--- src/rtl/midi_byte_parser.sv ---
// rtl/midi_byte_parser.sv - MIDI byte stream parser with running status, real-time split and active-sensing timeout
module midi_byte_parser #(
    parameter int CLK_HZ        = 50_000_000,
    parameter int AS_TIMEOUT_MS = 300
) (
    input  logic       reset_reg_N,
    input  logic       CLOCK_50,
    input  logic       rx_valid,
    input  logic [7:0] rx_data,
    output logic       byteready,
    output logic [7:0] cur_status,
    output logic [7:0] midibyte_nr,
    output logic [7:0] midi_in_data,
    output logic       msg_done,
    output logic       rt_valid,
    output logic [7:0] rt_data,
    output logic       as_timeout
);

    localparam int          TIMEOUT_CYC  = CLK_HZ / 1000 * AS_TIMEOUT_MS;
    // Terminal count; the counter stops here, so it never wraps while armed
    localparam logic [23:0] TIMEOUT_LAST = 24'(TIMEOUT_CYC - 1);

    typedef enum logic {
        AS_IDLE  = 1'b0,
        AS_ARMED = 1'b1
    } as_state_t;

    // Byte classes
    logic is_rt;
    logic is_chan_status;
    logic is_sysex_start;
    logic is_sysex_end;
    logic is_sys_common;

    assign is_rt          = (rx_data[7:3] == 5'b11111);
    assign is_chan_status = rx_data[7] && (rx_data[7:4] != 4'hF);
    assign is_sysex_start = (rx_data == 8'hF0);
    assign is_sysex_end   = (rx_data == 8'hF7);
    assign is_sys_common  = (rx_data[7:4] == 4'hF) && !is_rt && !is_sysex_start && !is_sysex_end;

    // Parser state
    logic [1:0] need;
    logic       clr_pending;

    // Status as seen by the byte arriving now: an F7 on the previous cycle already ended the SysEx
    logic [7:0] eff_status;
    logic       status_is_chan;
    logic       status_is_sysex;
    logic [7:0] need_ext;
    logic [7:0] nr_inc;
    logic [7:0] chan_nr_next;
    logic [7:0] sysex_nr_next;

    assign eff_status      = clr_pending ? 8'h00 : cur_status;
    assign status_is_chan  = eff_status[7] && (eff_status[7:4] != 4'hF);
    assign status_is_sysex = (eff_status == 8'hF0);
    assign need_ext        = {6'b0, need};
    assign nr_inc          = midibyte_nr + 8'd1;
    assign chan_nr_next    = (midibyte_nr == need_ext) ? 8'd1 : nr_inc;
    assign sysex_nr_next   = (midibyte_nr == 8'hFF) ? 8'hFF : nr_inc;

    // Next-state values for the parser registers
    logic [7:0] status_d;
    logic [7:0] nr_d;
    logic [7:0] data_d;
    logic [1:0] need_d;
    logic       byteready_d;
    logic       msg_done_d;
    logic       rt_valid_d;
    logic [7:0] rt_data_d;
    logic       clr_d;

    // Decode the incoming byte against the current running status
    always_comb begin
        status_d    = eff_status;
        nr_d        = midibyte_nr;
        data_d      = midi_in_data;
        need_d      = need;
        byteready_d = 1'b0;
        msg_done_d  = 1'b0;
        rt_valid_d  = 1'b0;
        rt_data_d   = rt_data;
        clr_d       = 1'b0;
        if (rx_valid) begin
            if (is_rt) begin
                rt_valid_d = 1'b1;
                rt_data_d  = rx_data;
                if (rx_data == 8'hFF) begin
                    status_d = 8'h00;
                end
            end else if (is_chan_status) begin
                status_d    = rx_data;
                nr_d        = 8'd0;
                data_d      = rx_data;
                byteready_d = 1'b1;
                need_d      = (rx_data[7:5] == 3'b110) ? 2'd1 : 2'd2;
            end else if (is_sysex_start) begin
                status_d    = rx_data;
                nr_d        = 8'd0;
                data_d      = rx_data;
                byteready_d = 1'b1;
            end else if (is_sysex_end) begin
                nr_d        = 8'd0;
                data_d      = rx_data;
                byteready_d = 1'b1;
                msg_done_d  = 1'b1;
                clr_d       = 1'b1;
            end else if (is_sys_common) begin
                status_d = 8'h00;
                nr_d     = 8'd0;
            end else if (status_is_chan) begin
                nr_d        = chan_nr_next;
                data_d      = rx_data;
                byteready_d = 1'b1;
                msg_done_d  = (chan_nr_next == need_ext);
            end else if (status_is_sysex) begin
                nr_d        = sysex_nr_next;
                data_d      = rx_data;
                byteready_d = 1'b1;
            end
        end
    end

    // Parser register bank
    always_ff @(posedge CLOCK_50 or negedge reset_reg_N) begin
        if (!reset_reg_N) begin
            cur_status   <= 8'h00;
            midibyte_nr  <= 8'h00;
            midi_in_data <= 8'h00;
            need         <= 2'd0;
            byteready    <= 1'b0;
            msg_done     <= 1'b0;
            rt_valid     <= 1'b0;
            rt_data      <= 8'h00;
            clr_pending  <= 1'b0;
        end else begin
            cur_status   <= status_d;
            midibyte_nr  <= nr_d;
            midi_in_data <= data_d;
            need         <= need_d;
            byteready    <= byteready_d;
            msg_done     <= msg_done_d;
            rt_valid     <= rt_valid_d;
            rt_data      <= rt_data_d;
            clr_pending  <= clr_d;
        end
    end

    // Active-sensing watchdog
    as_state_t   as_state;
    as_state_t   as_state_d;
    logic [23:0] as_cnt;
    logic [23:0] as_cnt_d;
    logic        as_timeout_d;

    // Watchdog next state: any byte restarts the count, FE arms, FF disarms
    always_comb begin
        as_state_d   = as_state;
        as_cnt_d     = as_cnt;
        as_timeout_d = 1'b0;
        if (rx_valid) begin
            as_cnt_d = 24'd0;
            if (rx_data == 8'hFE) begin
                as_state_d = AS_ARMED;
            end else if (rx_data == 8'hFF) begin
                as_state_d = AS_IDLE;
            end
        end else if (as_state == AS_ARMED) begin
            if (as_cnt == TIMEOUT_LAST) begin
                as_timeout_d = 1'b1;
                as_state_d   = AS_IDLE;
                as_cnt_d     = 24'd0;
            end else begin
                as_cnt_d = as_cnt + 24'd1;
            end
        end
    end

    // Watchdog state register
    always_ff @(posedge CLOCK_50 or negedge reset_reg_N) begin
        if (!reset_reg_N) begin
            as_state   <= AS_IDLE;
            as_cnt     <= 24'd0;
            as_timeout <= 1'b0;
        end else begin
            as_state   <= as_state_d;
            as_cnt     <= as_cnt_d;
            as_timeout <= as_timeout_d;
        end
    end

endmodule

--- config.mk ---
export PLATFORM = sky130hd
export DESIGN_NAME = midi_byte_parser
export DESIGN_NICKNAME = d
export VERILOG_FILES = /design/src/rtl/midi_byte_parser.sv
export SDC_FILE = /design/constraint.sdc
export NUM_CORES = 1
export LEC_CHECK = 0
export CAP_MARGIN = 10
export CELL_PAD_IN_SITES_DETAIL_PLACEMENT = 2
export CELL_PAD_IN_SITES_GLOBAL_PLACEMENT = 2
export CORE_ASPECT_RATIO = 0.6
export CORE_MARGIN = 5
export CORE_UTILIZATION = 35
export CTS_BUF_LIST = sky130_fd_sc_hd__clkbuf_4 sky130_fd_sc_hd__clkbuf_8
export CTS_CLUSTER_DIAMETER = 50
export DETAILED_ROUTE_END_ITERATION = 7
export GPL_ROUTABILITY_DRIVEN = 0
export PLACE_DENSITY = 0.8
export SYNTH_ARGS = -nofsm -noshare
export SYNTH_HDL_FRONTEND = slang
export SYNTH_SLANG_ARGS = --single-unit
export TNS_END_PERCENT = 20
--- constraint.sdc ---
create_clock -name CLOCK_50 -period 2.6 [get_ports CLOCK_50]
set_input_delay 0.52 -clock CLOCK_50 [delete_from_list [all_inputs] [get_ports CLOCK_50]]
set_output_delay 0.52 -clock CLOCK_50 [all_outputs]
set_load 0.02 [all_outputs]
==> out/results.txt <==
The flow ran to the end, and the final reports show no timing, DRC or antenna violations. The static leakage was 0.00188 uW. The total clock sinks is 64, and the remaining max-slew budget at the tightest pin is 49.9%. TritonCTS built the clock tree. The internal power of the cells totals 1920 uW. For the count of cell types in the netlist, the log shows 58. The top cell types in the final layout, fill and taps aside, are sky130_fd_sc_hd__dfrtp_1, sky130_fd_sc_hd__clkdlybuf4s50_1, sky130_fd_sc_hd__buf_4.

For the worst setup path, the data required time is 2800 ps. The tools report the worst slack at placement as -250 ps. The library cell used most frequently in the layout, excluding fill and tap cells, is sky130_fd_sc_hd__dfrtp_1. Synthesis inferred 64 register bits. The final hold slack was 221 ps; the final core utilization was 47.4%. In this design, the stage delay of the slowest critical-path cell is 580 ps.

In the synthesized netlist the dominant register cell turns out to be sky130_fd_sc_hd__dfrtp_1. Along the worst path, the maximum fanout reaches 4. The kind of cell with the highest combined delay on the critical path was simple AND/OR/NAND/NOR gates. The later pin in the worst-skew pair is clocked with a latency of 360 ps.

Registers are responsible for 41.0% of the overall power. For this design the ratio of total power to cell area is 634 mW/mm^2. The critical path goes through clkdlybuf4s50_1 -> nand4_1 -> nand2b_1 -> nor2_1 -> buf_4 -> nor4_1 -> a2111oi_0. The transition time of the tightest slew-check pin came out at 751 ps. Of all cell types, the one taking the most synthesized area is sky130_fd_sc_hd__dfrtp_1. The Yosys step of the flow raised 0 warnings. Counting both buffers and inverters, the worst setup path holds a total of 2.

The final antenna diode count came out at 0. In this run the cell area of the synthesized design comes to 0.00341 mm^2. Number of failing hold endpoints at the final stage: 0. By startpoint and endpoint, the worst setup path is classified as input port to flop.

For the finished layout, the period the worst path requires is 2480 ps. The I/O pin total came out at 47. In this run, CTS created clock tree buffers numbering 9. In this run the deepest clock path goes through 2 buffers. The horizontal die dimension is 137 um. After clock tree synthesis, the clock-pin slew on the worst setup and hold paths is 80 ps. Number of buffers added on ports: 46. The fraction of synthesis flops using an asynchronous set or reset pin came out at 100%. In the global route stage, overall resource usage came out at 23.1%.

Net switching is 31.6% of the power. Share of the synthesized area in the top cell type: 47.0%. The area of the die came out at 0.0119 mm^2.

Kind of end point of the critical path: a flop. Via count of the first global-routing pass: 3,596. Final non-filler cell area: 0.00442 mm^2.

The global-route wire length before repair was 21,000 um; the number of nets with antenna violations after detailed routing was 0. The worst setup slack after layout is 124 ps. The logs give 36.5% for the starting density of the core and 0 for the number of maximum-capacitance constraint violations. The total overflow left after global routing is 0. The run gives 0 as the number of endpoints failing setup at the final stage.

After the first detailed-routing iteration, the DRC count stood at 202. The startpoint kind of the worst setup timing path is an input port. The die is 86.4 um tall.

The run gives 986 as the number of inserted filler cells in the final layout. The H-tree was split into 3 levels. The clock network burns 35.0% of the power. In the final routed layout, each cell accounts on average for 22.9 um.

STA puts the critical path data arrival time at 2670 ps. The number of enable-type register cells in the synthesized netlist was 0; the hold buffer count at cts was 0. The count of mapped cells out of synthesis came out at 356. For the routed wire length, the log shows 12,900 um.

The min-delay analysis places its worst path in the category input port to asynchronous set/reset pin. Counting every net in the synthesized netlist gives 369. The post-DP HPWL was 9620 um. The mean instance size in the synthesized netlist works out to 9.57 um^2. For the share of power burned in combinational logic, the log shows 23.9%. On the final layout, the worst clock skew is 11.7 ps. After synthesis, flip-flops and latches occupy 47.0% of the total area. Compared with the post-synthesis result, the final layout area differs by 29.7%. For the net total in the final layout, the log shows 442. The first-pass iteration count of the detailed router was 4; the maximum clock rate was 0.404 GHz. Entering global routing, the biggest net connects 38 pins.

The run gives 0 as the final count of pins violating max slew. The post-placement cell area is 0.00419 mm^2. Among all stages on the critical path, the largest delay is contributed by sky130_fd_sc_hd__clkdlybuf4s50_1.

The clock root buffer master is sky130_fd_sc_hd__clkbuf_8. The DRC violation count after routing was 0; the routed via count was 3,318. By area the synthesized netlist is led by sky130_fd_sc_hd__dfrtp_1, sky130_fd_sc_hd__mux2_2, sky130_fd_sc_hd__nand3_1.

For the final routed database, the setup TNS stands at 0 ps. IR analysis of the VDD net gives a maximum drop of 0.489 mV. In this run the power spent charging and discharging nets is 886 uW. The run gives 0 as the number of antenna violations at the first check in global routing.

After layout, the worst path uses 95.2% of the clock period. The floorplan step defined a core boundary enclosing 0.00932 mm^2. The standard-cell row count is 27, and the per-cell via count in the routed design is 5.88.

Of the cells placed in the final design, the portion with a size suffix greater than 1 is 15.2%. Setup repair after global routing left no endpoint under its margin.
## power by group through the flow
stage	sequential, uW	clock (uW)	combinational (uW)
after floorplan	1250	0	228
after CTS	1150	995	672
final	1150	982	671
after global routing	1160	1050	714
after detailed placement	1170	0	668
after global placement	1160	0	634
## final cells by class
type | instances | area, um^2 | area share [%]
inverter | 15 | 56.3 | 1.27
clock buffer | 9 | 124 | 2.80
clock inverter | 7 | 96.3 | 2.18
multi-input combinational | 263 | 1680 | 38.1
sequential | 64 | 1600 | 36.3
tap | 130 | 163 | 3.68
timing repair buffer | 76 | 693 | 15.7
## path summary, 6_finish.rpt
| kind | from | to | slack [ps] | cells after the start |
|---|---|---|---|---|
| worst max register to register | as_cnt[19] | as_cnt[5] | 150 | 6 |
| worst min-delay path | reset_reg_N | midibyte_nr[6] | 220 | 1 |
| worst max-delay path | rx_data[5] | msg_done | 120 | 7 |
| worst min register to register | rt_data[3] | rt_data[3] | 480 | 1 |
| max in group asynchronous | reset_reg_N | clr_pending | 1710 | 2 |
| min in group CLOCK_50 | rt_data[3] | rt_data[3] | 480 | 1 |
## timing repair
item,in CTS,in global routing
hold endpoints to repair,0,0
setup endpoints to repair,0,1
gates resized for setup,0,1
setup buffers,0,0
## metal layers
metal | part of all wire [%] | GRT usage (%) | up-vias | wire, um
li1 | - | - | 1480 | -
met1 | 49 | 33.9 | 1737 | 6380
met2 | 44 | 34.9 | 91 | 5700
met3 | 5.6 | 5.80 | 10 | 721
met4 | 0.81 | 4.26 | 0 | 104
met5 | 0 | 0 | - | 0
## metrics by stage
stage / power [uW] / instances
after floorplan: 1480 / 356
after global placement: 1800 / 548
after detailed placement: 1840 / 548
after CTS: 2820 / 564
after global routing: 2930 / 564
final: 2800 / 564
## state kept, by name (all words and copies together), names as in the netlist, 2 cells and up
register	count
rt_data	8
midibyte_nr	8
midi_in_data	8
need	2
as_cnt	24
cur_status	8
## cell families (layout without fill, tap and decap cells)
kind of cell	count (synthesis)	count (layout)	share of synthesized area, %
compound gates	102	102	20.8
mux	11	11	3.60
flops	64	64	47.0
fa+ha+maj	2	2	0.735
xor+xnor	5	5	1.29
buf+inv	29	107	3.67
simple gates	143	143	22.9
## synth_stat cells, drive strengths merged (10+ instances only)
cell / n
a21oi: 12
a21o: 14
clkbuf: 10
nor3: 20
mux2: 10
a31oi: 10
nor2: 19
nand2: 28
nand3: 23
dfrtp: 64
inv: 15
o21ai: 29
No activity file was read; power rests on OpenSTA's default activity.
